File: config.mk
export PLATFORM = sky130hd
export DESIGN_NAME = cmd_frame_master
export DESIGN_NICKNAME = d
export VERILOG_FILES = /design/src/rtl/cmd_frame_master_pkg.sv /design/src/rtl/cmd_frame_rsp_collect.sv /design/src/rtl/cmd_frame_master.sv
export SDC_FILE = /design/constraint.sdc
export NUM_CORES = 1
export LEC_CHECK = 0
export BUFFER_PORTS_ARGS = -buffer_cell sky130_fd_sc_hd__buf_2
export CORE_MARGIN = 3
export CORE_UTILIZATION = 35
export CTS_CLUSTER_DIAMETER = 50
export DETAILED_ROUTE_END_ITERATION = 7
export GPL_TIMING_DRIVEN = 1
export HOLD_SLACK_MARGIN = 0.02
export PLACE_DENSITY = 0.59
export SYNTH_ARGS = -nofsm -noshare
export SYNTH_HDL_FRONTEND = slang
export SYNTH_SLANG_ARGS = --single-unit
File: constraint.sdc
create_clock -name CLK -period 3.8 [get_ports CLK]
set_clock_uncertainty 0.15 [all_clocks]
set_input_delay 0.76 -clock CLK [delete_from_list [all_inputs] [get_ports CLK]]
set_output_delay 0.76 -clock CLK [all_outputs]
set_load 0.01 [all_outputs]
File: src/rtl/cmd_frame_master_pkg.sv
// Shared command-frame definitions: wire command bytes, request types, Gray-coded FSM states,
// and the frame byte selector used by the serializer.
package cmd_frame_master_pkg;

  localparam logic [7:0] CMD_RF_WR   = 8'hAA;
  localparam logic [7:0] CMD_RF_RD   = 8'hBB;
  localparam logic [7:0] CMD_ALU_OP  = 8'hCC;
  localparam logic [7:0] CMD_ALU_NOP = 8'hDD;

  typedef enum logic [1:0] {
    REQ_RF_WR   = 2'd0,
    REQ_RF_RD   = 2'd1,
    REQ_ALU_OP  = 2'd2,
    REQ_ALU_NOP = 2'd3
  } req_type_e;

  // Gray sequence so the host and slave controllers decode identical state words.
  typedef enum logic [1:0] {
    ST_IDLE    = 2'b00,
    ST_SEND    = 2'b01,
    ST_WAIT_LO = 2'b11,
    ST_WAIT_HI = 2'b10
  } state_e;

  typedef struct packed {
    req_type_e  typ;
    logic [7:0] addr;
    logic [7:0] wdata;
    logic [7:0] op_a;
    logic [7:0] op_b;
    logic [7:0] fun;
  } req_t;

  function automatic logic [7:0] frame_byte(input req_t r, input logic [1:0] idx);
    logic [7:0] b;
    b = 8'h00;
    case (r.typ)
      REQ_RF_WR: begin
        case (idx)
          2'd0:    b = CMD_RF_WR;
          2'd1:    b = r.addr;
          default: b = r.wdata;
        endcase
      end
      REQ_RF_RD:  b = (idx == 2'd0) ? CMD_RF_RD : r.addr;
      REQ_ALU_OP: begin
        case (idx)
          2'd0:    b = CMD_ALU_OP;
          2'd1:    b = r.op_a;
          2'd2:    b = r.op_b;
          default: b = r.fun;
        endcase
      end
      default:    b = (idx == 2'd0) ? CMD_ALU_NOP : r.fun;
    endcase
    return b;
  endfunction

  function automatic logic [1:0] frame_last(input req_type_e t);
    logic [1:0] last;
    case (t)
      REQ_RF_WR:  last = 2'd2;
      REQ_ALU_OP: last = 2'd3;
      default:    last = 2'd1;
    endcase
    return last;
  endfunction

endpackage

File: src/rtl/cmd_frame_rsp_collect.sv
// Response byte assembly (LSB first) for WAIT_LO/WAIT_HI; result registered, pulses 1 cycle after the last RX byte.
// RSP_TIMEOUT_EN adds a wait counter that abandons the response after TIMEOUT_CYCLES idle cycles.
module cmd_frame_rsp_collect #(
  parameter int RSP_WIDTH      = 16,
  parameter int TIMEOUT_CYCLES = 1024
) (
  input  logic                 CLK,
  input  logic                 RST,
  input  logic                 wait_lo,
  input  logic                 wait_hi,
  input  logic                 two_byte,
  input  logic [7:0]           rx_dat,
  input  logic                 rx_vld,
  output logic                 rsp_vld,
  output logic [RSP_WIDTH-1:0] rsp_dat,
  output logic                 rsp_tmo,
  output logic                 adv_hi,
  output logic                 done
);

  if (RSP_WIDTH != 16 || TIMEOUT_CYCLES < 2) begin : g_param_check
    $error("cmd_frame_rsp_collect: RSP_WIDTH must be 16 and TIMEOUT_CYCLES at least 2");
  end

  logic [7:0]           lo_q, lo_d;
  logic [RSP_WIDTH-1:0] rsp_dat_q, rsp_dat_d;
  logic                 rsp_vld_q, rsp_vld_d;
  logic                 expired;

`ifdef RSP_TIMEOUT_EN
  localparam int CNT_W = (TIMEOUT_CYCLES > 2) ? $clog2(TIMEOUT_CYCLES) : 1;

  logic [CNT_W-1:0] cnt_q, cnt_d;
  logic             tmo_q;

  // Held at zero outside the wait states, so entering WAIT_LO always starts from a cleared count.
  always_comb begin
    cnt_d = cnt_q + CNT_W'(1);
    if (!(wait_lo || wait_hi) || rx_vld) begin
      cnt_d = '0;
    end
  end

  assign expired = (wait_lo || wait_hi) && !rx_vld && (cnt_q == CNT_W'(TIMEOUT_CYCLES - 1));

  always_ff @(posedge CLK or negedge RST) begin
    if (!RST) begin
      cnt_q <= '0;
      tmo_q <= 1'b0;
    end else begin
      cnt_q <= cnt_d;
      tmo_q <= expired;
    end
  end

  assign rsp_tmo = tmo_q;
`else
  assign expired = 1'b0;
  assign rsp_tmo = 1'b0;
`endif

  // A coincident RX byte takes priority over expiry.
  always_comb begin
    lo_d      = lo_q;
    rsp_dat_d = rsp_dat_q;
    rsp_vld_d = 1'b0;
    adv_hi    = 1'b0;
    done      = 1'b0;
    if (wait_lo && rx_vld) begin
      if (two_byte) begin
        lo_d   = rx_dat;
        adv_hi = 1'b1;
      end else begin
        rsp_dat_d = RSP_WIDTH'({8'h00, rx_dat});
        rsp_vld_d = 1'b1;
        done      = 1'b1;
      end
    end else if (wait_hi && rx_vld) begin
      rsp_dat_d = RSP_WIDTH'({rx_dat, lo_q});
      rsp_vld_d = 1'b1;
      done      = 1'b1;
    end else if (expired) begin
      rsp_dat_d = '0;
      done      = 1'b1;
    end
  end

  always_ff @(posedge CLK or negedge RST) begin
    if (!RST) begin
      lo_q      <= '0;
      rsp_dat_q <= '0;
      rsp_vld_q <= 1'b0;
    end else begin
      lo_q      <= lo_d;
      rsp_dat_q <= rsp_dat_d;
      rsp_vld_q <= rsp_vld_d;
    end
  end

  assign rsp_vld = rsp_vld_q;
  assign rsp_dat = rsp_dat_q;

endmodule

File: src/rtl/cmd_frame_master.sv
// Serializes one accepted request into a UART command frame: first byte 1 cycle after accept, one per !TX_BUSY cycle.
// REQ_READY only in IDLE; optional response timeout under RSP_TIMEOUT_EN.
module cmd_frame_master
  import cmd_frame_master_pkg::*;
#(
  parameter int ADDR_WIDTH     = 4,
  parameter int ALU_FUN_WIDTH  = 4,
  parameter int RSP_WIDTH      = 16,
  parameter int TIMEOUT_CYCLES = 1024
) (
  input  logic                     CLK,
  input  logic                     RST,
  input  logic                     REQ_VALID,
  output logic                     REQ_READY,
  input  logic [1:0]               REQ_TYPE,
  input  logic [ADDR_WIDTH-1:0]    REQ_ADDR,
  input  logic [7:0]               REQ_WDATA,
  input  logic [7:0]               REQ_OP_A,
  input  logic [7:0]               REQ_OP_B,
  input  logic [ALU_FUN_WIDTH-1:0] REQ_ALU_FUN,
  output logic [7:0]               TX_DATA,
  output logic                     TX_VALID,
  input  logic                     TX_BUSY,
  input  logic [7:0]               RX_DATA,
  input  logic                     RX_VALID,
  output logic                     RSP_VALID,
  output logic [RSP_WIDTH-1:0]     RSP_DATA,
  output logic                     RSP_TIMEOUT,
  output logic                     BUSY
);

  state_e     state_q, state_d;
  logic [1:0] idx_q, idx_d;
  logic       tx_valid_q, tx_valid_d;
  logic [7:0] tx_data_q, tx_data_d;
  req_t       req_q, req_d, req_in;
  logic       tx_fire;
  logic       rsp_adv;
  logic       rsp_done;

  always_comb begin
    req_in       = '0;
    req_in.typ   = req_type_e'(REQ_TYPE);
    req_in.addr  = 8'(REQ_ADDR);
    req_in.wdata = REQ_WDATA;
    req_in.op_a  = REQ_OP_A;
    req_in.op_b  = REQ_OP_B;
    req_in.fun   = 8'(REQ_ALU_FUN);
  end

  assign tx_fire = tx_valid_q && !TX_BUSY;

  // TX_DATA is preloaded with the next byte so it is already stable while the UART is busy.
  always_comb begin
    state_d    = state_q;
    idx_d      = idx_q;
    tx_valid_d = tx_valid_q;
    tx_data_d  = tx_data_q;
    req_d      = req_q;
    case (state_q)
      ST_IDLE: begin
        if (REQ_VALID) begin
          req_d      = req_in;
          idx_d      = 2'd0;
          tx_valid_d = 1'b1;
          tx_data_d  = frame_byte(req_in, 2'd0);
          state_d    = ST_SEND;
        end
      end
      ST_SEND: begin
        if (tx_fire) begin
          if (idx_q == frame_last(req_q.typ)) begin
            tx_valid_d = 1'b0;
            if (req_q.typ == REQ_RF_WR) begin
              state_d = ST_IDLE;
            end else begin
              state_d = ST_WAIT_LO;
            end
          end else begin
            idx_d     = idx_q + 2'd1;
            tx_data_d = frame_byte(req_q, idx_q + 2'd1);
          end
        end
      end
      ST_WAIT_LO: begin
        if (rsp_done) begin
          state_d = ST_IDLE;
        end else if (rsp_adv) begin
          state_d = ST_WAIT_HI;
        end
      end
      ST_WAIT_HI: begin
        if (rsp_done) begin
          state_d = ST_IDLE;
        end
      end
      default: state_d = ST_IDLE;
    endcase
  end

  always_ff @(posedge CLK or negedge RST) begin
    if (!RST) begin
      state_q    <= ST_IDLE;
      idx_q      <= '0;
      tx_valid_q <= 1'b0;
      tx_data_q  <= '0;
      req_q      <= '0;
    end else begin
      state_q    <= state_d;
      idx_q      <= idx_d;
      tx_valid_q <= tx_valid_d;
      tx_data_q  <= tx_data_d;
      req_q      <= req_d;
    end
  end

  cmd_frame_rsp_collect #(
    .RSP_WIDTH      (RSP_WIDTH),
    .TIMEOUT_CYCLES (TIMEOUT_CYCLES)
  ) u_rsp_collect (
    .CLK      (CLK),
    .RST      (RST),
    .wait_lo  (state_q == ST_WAIT_LO),
    .wait_hi  (state_q == ST_WAIT_HI),
    .two_byte (req_q.typ != REQ_RF_RD),
    .rx_dat   (RX_DATA),
    .rx_vld   (RX_VALID),
    .rsp_vld  (RSP_VALID),
    .rsp_dat  (RSP_DATA),
    .rsp_tmo  (RSP_TIMEOUT),
    .adv_hi   (rsp_adv),
    .done     (rsp_done)
  );

  assign REQ_READY = (state_q == ST_IDLE);
  assign BUSY      = (state_q != ST_IDLE);
  assign TX_VALID  = tx_valid_q;
  assign TX_DATA   = tx_data_q;

endmodule
# After elaboration in Yosys (flattened, before gate mapping)
# Cells that the tools add are included.
[word_totals]
mem_bits_rw = 0
register_bits = 72
n_memories = 0
word_cells = 86
output_inout_bits = 29
mem_bits_ro = 0
latchBits = 0
[op_classes]
order_cmp = 0
div = 0
shifts = 0
reduce_logical = 17
n_eq_ne = 18
mul = 0
add_sub_neg = 1
bitwise_logic = 0
muxes = 37
[ops]
columns = ["cell", "n"]
rows = [
  ["two-way mux 16 bit", 3],
  ["case mux 8 bit (3 select lines)", 2],
  ["two-way mux 8 bit", 5],
  ["case mux 8 bit (2 select lines)", 2],
  ["two-way mux 2 bit", 12],
  ["case mux 7 bit (3 select lines)", 1],
  ["!= test 2 bit, second input constant", 6],
  ["equality test 2 bit, second input constant", 5],
  ["equality test 2 x 1 -> 1 bit, second input constant", 4],
  ["logical NOT 2 bit", 4],
  ["two-way mux 1 bit", 8],
  ["case mux 2 bit (2 select lines)", 2],
  ["case mux 2 bit (4 select lines)", 1],
  ["AND reduction 4 bit", 2],
  ["AND reduction 2 bit", 3],
  ["nonzero test 2 bit", 3],
  ["AND reduction 5 bit", 1],
  ["logical AND 1 bit", 3],
  ["!= test 3 bit, second input constant", 1],
  ["adder 2 x 1 -> 2 bit, second input constant", 1],
  ["equality test 2 bit", 1],
  ["!= test 2 x 1 -> 1 bit, second input constant", 1],
  ["case mux 1 bit (2 select lines)", 1],
  ["logical NOT 1 bit", 1],
]

# Depth between registers and ports, before layout
# Gate-level depths: netlist of the first run.
[logic_depth]
depth_word = 8
mapped_depth = 9
ltp_nobuf = 6

# By module
# A second synthesis of the first run with hierarchy kept.
[hier_totals]
cells_unflattened = 343
area_unflattened_um2 = 3502.1
[by_module_without_submodules]
columns = ["mod", "cells_per_inst", "area_each_um2", "instances", "seq_area_each_um2"]
rows = [
  ["cmd_frame_master", 274, 2441.1, 1, 1176.1],
  ["cmd_frame_rsp_collect", 69, 1061.0, 1, 625.6],
]

# Worst setup path before layout of the first run
# OpenSTA, ideal clock, no wires.
[synth_timing]
kind = "input -> register"
from = "input port REQ_VALID"
to = "register tx_data_q[0], in the netlist TX_DATA[0]"
t_required_ns = 3.522
slack_ns = 1.657
stages = 5
path_buffers = 1
arrival_ns = 1.865
path_cell_list = "or3b_1 buf_2 and2_4 a21oi_4 mux2_1"
[synth_via]
elab_chain_len = 2
[synth_lines]
columns = ["item", "line_no", "rtl"]
rows = [
  ["start: declaration", "cmd_frame_master.sv:13", "input logic REQ_VALID,"],
  ["!= test 2 bit (no source line)", "-", ""],
  ["AND reduction 4 bit (no source line)", "-", ""],
  ["end signal: assignment", "cmd_frame_master.sv:112", "tx_data_q <= tx_data_d;"],
  ["end: declaration", "cmd_frame_master.sv:35", "logic [7:0] tx_data_q, tx_data_d;"],
]
# No other way between the ends.
# A chain may end at the register's enable or synchronous reset.

# Worst setup path after layout of the first run
[layout_timing]
from = "register idx_q[0]"
to = "register tx_data_q[7], in the netlist TX_DATA[7]"
[layout_via]
elab_chain_len = 7
[layout_lines]
columns = ["item", "line_no", "rtl"]
rows = [
  ["start: declaration", "cmd_frame_master.sv:33", "logic [1:0] idx_q, idx_d;"],
  ["start signal: assignment", "cmd_frame_master.sv:110", "idx_q <= idx_d;"],
  ["adder 2 x 1 -> 2 bit", "cmd_frame_master.sv:81", "tx_data_d = frame_byte(req_q, idx_q + 2'd1);"],
  ["equality test 2 bit, or another cell as far along", "cmd_frame_master_pkg.sv:47", "case (idx)"],
  ["case mux 8 bit (3 select lines), or another cell as far along", "cmd_frame_master_pkg.sv:47", ""],
  ["case mux 8 bit (3 select lines)", "cmd_frame_master_pkg.sv:37", "case (r.typ)"],
  ["two-way mux 8 bit", "cmd_frame_master.sv:72", "if (idx_q == frame_last(req_q.typ)) begin"],
  ["two-way mux 8 bit", "cmd_frame_master.sv:71", "if (tx_fire) begin"],
  ["case mux 8 bit (2 select lines)", "cmd_frame_master.sv:60", "case (state_q)"],
]
# Several ways; a longest one is shown, not always the timed one. The select of a mux whose other input is x is not followed.

==> metrics.txt, run 1 <==
status completed; yosys warns 0; row cnt 35; Tot GR Track Use 0.161; leakage 2.11 nW; vias in the first global route about 2900; EDFF count, synth 0; R2R Path Start idx_q[0]$_DFFE_PN0P_; Hold Violations, Final 0; initial antenna violation count 0; Post-Synth XOR/XNOR Area 0.00254; fin. max-slew vios 0; WP data arrival about 2.5 ns; synthesized flop and latch total 72; max_cap viols 0; WS Path Type reg -> reg; sequential share of the synthesized area 0.523; Hold Path Class in -> async; clock sink count 72; fillcell total between 900 and 1000; Avg Inst Size Synth 9.53 µm²; CP startpoint idx_q[0]$_DFFE_PN0P_; io pins 76; total power between 3 and 4 mW; CTS buffer count 9; clk_lat worst skew 0.35 ns; reg-to-reg endpoint TX_DATA[7]$_DFFE_PN0P_; DR vias 2807; Cell Area, Synth 0.00344 mm²; dominant cell type by area after synthesis dfrtp_1; post-synth top area share 0.523; post-route ant nets 0; largest family of logic cells by synthesized area simple AND/OR/NAND/NOR gates; Initial DRC Count 143; post-synthesis adder-cell area fraction 0.0145; Clock Tree Root clkbuf_8; Die X 105 µm; nets@finish 478; register area 0.00180 mm²; share of cells above drive strength 1 0.252; cells after synthesis 361; worst setup path endpoint TX_DATA[7]$_DFFE_PN0P_; worst-case vdd ir drop approximately 0.00026 V; fin crit period between 2 and 2.5 ns; die area between 0.01 and 0.015 mm²; Pre-Repair DR Iteration Count 4; cts hold-fix bufs 0; Synth Area in Compound Gates 0.150; DP HPWL between 6000 and 7000 µm; core area roughly 0.0094 mm²; post-CTS sizing 0; P&R area growth vs syn 20.0%; Worst EP required 3.88 ns; H-tree levels 3; Max Root-Sink Buffers 2; largest net degree at the start of global routing 43; reg2reg setup slack about 1.4 ns; most frequent cell after synthesis nand2_1; Remaining DRCs 0; worst slew pin tran 0.824 ns; Synth async-reset ratio 1.00; ant diodes 0; crit share post-route 0.636; setup_tns 0 ns; RePlAce Congestion 0.826; Synth cell types 55; initial cell density of the core 0.366; CP Capture Type flip-flop; Final setup viols 0; vias per inst around 5; FMAX 414 MHz; first-pass GRT wire length roughly 14000 µm; syn nets 412; Post-synth top flop dfrtp_1; Max-slew headroom 0.450; mux contribution to synthesized area 0.0716; most area-consuming cells after synthesis dfrtp_1, nand2_1, mux2_2; Max FO, Critical Path 13; GRT Residual Overflow 0; Routed WL 8600 µm; Power Density about 850 mW/mm²; final design utilization 0.439; area share of and/or/nand/nor cells after synthesis 0.194; Commonest cells post-synth nand2_1, dfrtp_1, o21ai_0; setup bufs post-CTS 0; area of the multi-input gates 0.00150 mm²; CTS tree yes; PortBufs 74; Worst-path clk slew 0.08 ns; die height 105 µm; CP startpoint kind flip-flop; RSZ-0062 raised after global routing no; Worst Reg-to-Reg Cells 6; drt wl/cell 15.3 µm
## report_power, final
part | internal, mW | leakage (nW) | switching, mW
registers | 1.12 | 0.906 | 0.279
clock network | 0.384 | 0.112 | 0.286
logic | 0.615 | 1.09 | 0.813
total | 2.12 | 2.11 | 1.38
## kinds of logic (layout without fill, tap and decap cells)
kind of cell | count (synthesis) | count (layout)
other | 1 | 1
adders and majority gates | 4 | 4
xor gates and xnor gates | 1 | 1
muxes | 23 | 23
buffers and inverters | 34 | 105
and+or+nand+nor | 154 | 154
AOI/OAI and AO/OA | 72 | 72
DFF | 72 | 72
## through the flow
| stage | setup WS [ns] | hold WS (ns) | instances | cell area (µm²) |
|---|---|---|---|---|
| 2_1_floorplan | 1.66 | 0.290 | 361 | 3440 |
| 3_3_place_gp | 1.23 | 0.315 | 545 | 3910 |
| 3_5_place_dp | 1.21 | 0.316 | 545 | 3910 |
| 4_1_cts | 1.40 | 0.334 | 561 | 4130 |
| 5_1_grt | 1.23 | 0.357 | 561 | 4130 |
| 6_report | 1.38 | 0.316 | 561 | 4130 |
## per-layer routing
layer | GRT usage | vias to the layer above | wire [µm]
met3 | 0.0426 | 14 | 419
met5 | 0 | - | 0
met4 | 0.0675 | 0 | 155
met2 | 0.251 | 68 | 3960
met1 | 0.213 | 1359 | 4060
li1 | - | 1366 | -
## cell usage in the layout (no fill, tap or decap), drive strengths merged, types with 2 or more instances in the layout
master and instances:
bufinv 2, o21ai 20, a221o 2, o21a 2, nor2b 5, a221oi 4
mux2 13, o22ai 2, nor2 10, nand2b 4, nor3 5, a22o 9
and2 2, a22oi 2, or3 2, o211ai 2, nand3b 2, clkinv 3
o311ai 2, or2 2, mux2i 10, dfrtp 72, a211oi 4, nand2 113
buf 77, a21oi 7, inv 12, a31oi 4, a21o 2, clkbuf 10
ha 4, nand3 4
## registers in the layout, indices dropped and copies added (netlist names)
name and count:
u_rsp_collect.lo_q 8, u_rsp_collect.rsp_dat 16, req_q 34, u_rsp_collect.rsp_vld 1, TX_DATA 8, TX_VALID 1
idx_q 2, state_q 2
## worst max-delay path: stages, from the launching register on
cell      delay [ns]
dfrtp_1         0.54
inv_1           0.14
ha_1            0.57
mux2_2          0.38
nand2_1         0.06
o311ai_0        0.14
mux2_1          0.32
## worst min-delay path by stage
stage,end
6_report,req_q[32]$_DFFE_PN0P_
5_1_grt,req_q[32]$_DFFE_PN0P_
4_1_cts,u_rsp_collect.rsp_dat[6]$_DFFE_PN0P_
3_5_place_dp,u_rsp_collect.rsp_dat[6]$_DFFE_PN0P_
3_3_place_gp,u_rsp_collect.rsp_dat[6]$_DFFE_PN0P_
2_1_floorplan,req_q[31]$_DFFE_PN0P_
## layout make-up
class / count / area share
flip-flops and latches: 72 / 0.436
multi-input cells: 255 / 0.362
repair buffers: 77 / 0.0982
well taps: 129 / 0.0391
clock buffers: 10 / 0.0333
clock inverters: 6 / 0.0200
inverters: 12 / 0.0109
(Power assumes the default switching activity.)
==> run 2, diff against run 1 <==
Settings changed: PLACE_DENSITY 0.59 to 0.61.
Clock period 3.8 ns to 2.2 ns, I/O delays scaled along.
==> run 2 against run 1 <==
  * Register-to-register slack worse by 1.3 ns
  * Highest routed layer unchanged
  * Global-route usage up 0.54 points
  * Die area unchanged
  * Via count down 0.71%
  * Total power up 72%
==> metrics.txt, run 2 (synthesis gave the netlist of run 1 again) <==
Routed WL 8700 µm (+1.2%); io pins 76 (unchanged); logic gate share of total power 0.435 (+0.027); Worst EP required 2.27 ns (-1.61 ns); leakage 2.13 nW (+0.93%); Clk pwr share 0.167 (-0.024); Max Root-Sink Buffers 2 (unchanged); share of cells above drive strength 1 0.264 (+0.0113); Pre-Repair DR Iteration Count 4 (unchanged); worst hold stages 3; ant diodes 0 (unchanged); nets@finish 487 (+1.9%); switching share of power 0.400 (+0.00661); core area 0.00942 mm² (unchanged); highest-count cells in the layout ignoring fill and taps nand2_1, buf_2, dfrtp_1, o21ai_0, inv_1; clock sink count 72 (unchanged); total power 6.02 mW (+72%); CP peak stage delay 0.44 ns (-0.13 ns); P_sw 2.41 mW (+75%); Top reg by flops req_q; vias per inst 4.90 (-2.1%); WS Path Type reg -> reg; DP HPWL 6320 µm (+0.78%); Top delay family on crit path compound AO/OA/AOI/OAI gates; CTS buffer count 9 (unchanged); fillcell total 918 (-1.7%); Worst Reg-to-Reg Cells 6 (unchanged); crit share post-route 0.951 (+0.316); commonest non-fill, non-tap cell in the layout nand2_1; max reg flops 34 (unchanged); R2R Path Start idx_q[0]$_DFFE_PN0P_; die height 105 µm (unchanged); initial antenna violation count 0 (unchanged); worst slew pin tran 0.603 ns (-0.221 ns); Die X 105 µm (unchanged); reg-to-reg endpoint TX_DATA[3]$_DFFE_PN0P_; die area 0.0111 mm² (unchanged); Hold Path Class in -> reg; Power Density 1440 mW/mm² (+70%); PortBufs 74 (unchanged); fin. max-slew vios 0 (unchanged); reg2reg setup slack 0.11 ns (-1.28 ns); Final setup viols 0 (unchanged); Buf/Inv on CP 1 (unchanged); FMAX 478 MHz (+15%); WP data arrival 2.16 ns (-0.34 ns); CTS tree yes; first-pass GRT wire length 14700 µm (+3.3%); DR vias 2787 (-0.71%); largest net degree at the start of global routing 73 (+70%); Max-slew headroom 0.596 (+0.146); RePlAce Congestion 0.889 (+7.6%); drt wl/cell 15.3 µm (-0.27%); P&R area growth vs syn 21.5%; post-route ant nets 0 (unchanged); internal power 3.61 mW (+70%); CP Capture Type flip-flop; row cnt 35 (unchanged); RSZ-0062 raised after global routing no; Max FO, Critical Path 10 (-3); hold path endpoint req_q[33]$_DFFE_PN0P_; final setup margin 0.107 ns (-1.28 ns); H-tree levels 3 (unchanged); Hold Violations, Final 0 (unchanged); setup bufs post-CTS 0 (unchanged); clk_lat worst skew 0.35 ns (about the same); Remaining DRCs 0 (unchanged); status completed; worst-case vdd ir drop 0.000341 V (+32%); max_cap viols 0 (unchanged); Critical-path top delay cell dfrtp_1; critical-path cell list inv_1 > ha_1 > a211oi_1 > a221o_1 > o311ai_0 > mux2_1; Tot GR Track Use 0.167 (+0.00545); Initial DRC Count 225 (+57%); setup_tns 0 ns (unchanged); fin crit period 2.09 ns (-0.323 ns); initial cell density of the core 0.366 (unchanged); Worst-path clk slew 0.09 ns (about the same); Clock Tree Root clkbuf_8; CP startpoint kind flip-flop; dpl ws 0.142 ns (-1.07 ns); hold wc startpoint REQ_ADDR[1]; vias in the first global route 2963 (+2.5%); GRT Residual Overflow 0 (unchanged); Seq pwr share 0.398 (-0.003)
[run 2: repair_timing]
item	CTS	global route
endpoints found under the hold margin	72	0
gates resized for setup	0	1
hold buffers	1	0
setup endpoints to repair	0	3
[run 2: cell type report]
class	instances	area [µm²]	share of cell area
inverters	12	45.0	0.0108
flip-flops and latches	72	1800	0.431
clock inverters	5	58.8	0.0141
clock buffers	10	128	0.0305
well taps	129	161	0.0386
repair buffers	86	488	0.117
multi-input cells	255	1500	0.358
[run 2: metal layers]
layer | vias up | track usage | part of all wire
met3 | 13 | 0.0340 | 0.042
li1 | 1389 | - | -
met2 | 71 | 0.258 | 0.46
met4 | 0 | 0.0722 | 0.022
met5 | - | 0 | 0
met1 | 1314 | 0.227 | 0.47
[run 2: power groups by stage]
stage / sequential [mW] / combinational, mW / clock [mW]
2_1_floorplan: 2.36 / 1.72 / 0
3_3_place_gp: 2.41 / 2.53 / 0
3_5_place_dp: 2.42 / 2.61 / 0
4_1_cts: 2.40 / 2.62 / 1.04
5_1_grt: 2.48 / 2.93 / 1.09
6_report: 2.40 / 2.62 / 1.01
[run 2: worst min-delay path, delay by kind of cell]
kind / cells / cell delay, ns
and+or+nand+nor: 2 / 0.08
buffers and inverters: 1 / 0.07
[run 2: per-stage QoR]
step	hold WS [ns]	instances	area (µm²)	util
finish	0.125	569	4180	0.444
CTS	0.112	569	4180	0.444
global route	0.123	569	4180	0.444
detailed placement	0.317	553	3980	0.423
floorplan	-0.00559	361	3440	-
global placement	0.311	553	3980	0.423
[run 2: worst max-delay path by stage]
stage / from / endpoint / slack [ns] / cells past startpoint
2_1_floorplan: idx_q[0]$_DFFE_PN0P_ / TX_DATA[3]$_DFFE_PN0P_ / 0.17 / 7
3_3_place_gp: idx_q[1]$_DFFE_PN0P_ / TX_DATA[1]$_DFFE_PN0P_ / 0.20 / 7
3_5_place_dp: idx_q[0]$_DFFE_PN0P_ / TX_DATA[3]$_DFFE_PN0P_ / 0.14 / 6
4_1_cts: idx_q[1]$_DFFE_PN0P_ / TX_DATA[3]$_DFFE_PN0P_ / 0.12 / 6
5_1_grt: idx_q[1]$_DFFE_PN0P_ / TX_DATA[7]$_DFFE_PN0P_ / 0.02 / 6
6_report: idx_q[0]$_DFFE_PN0P_ / TX_DATA[3]$_DFFE_PN0P_ / 0.11 / 6
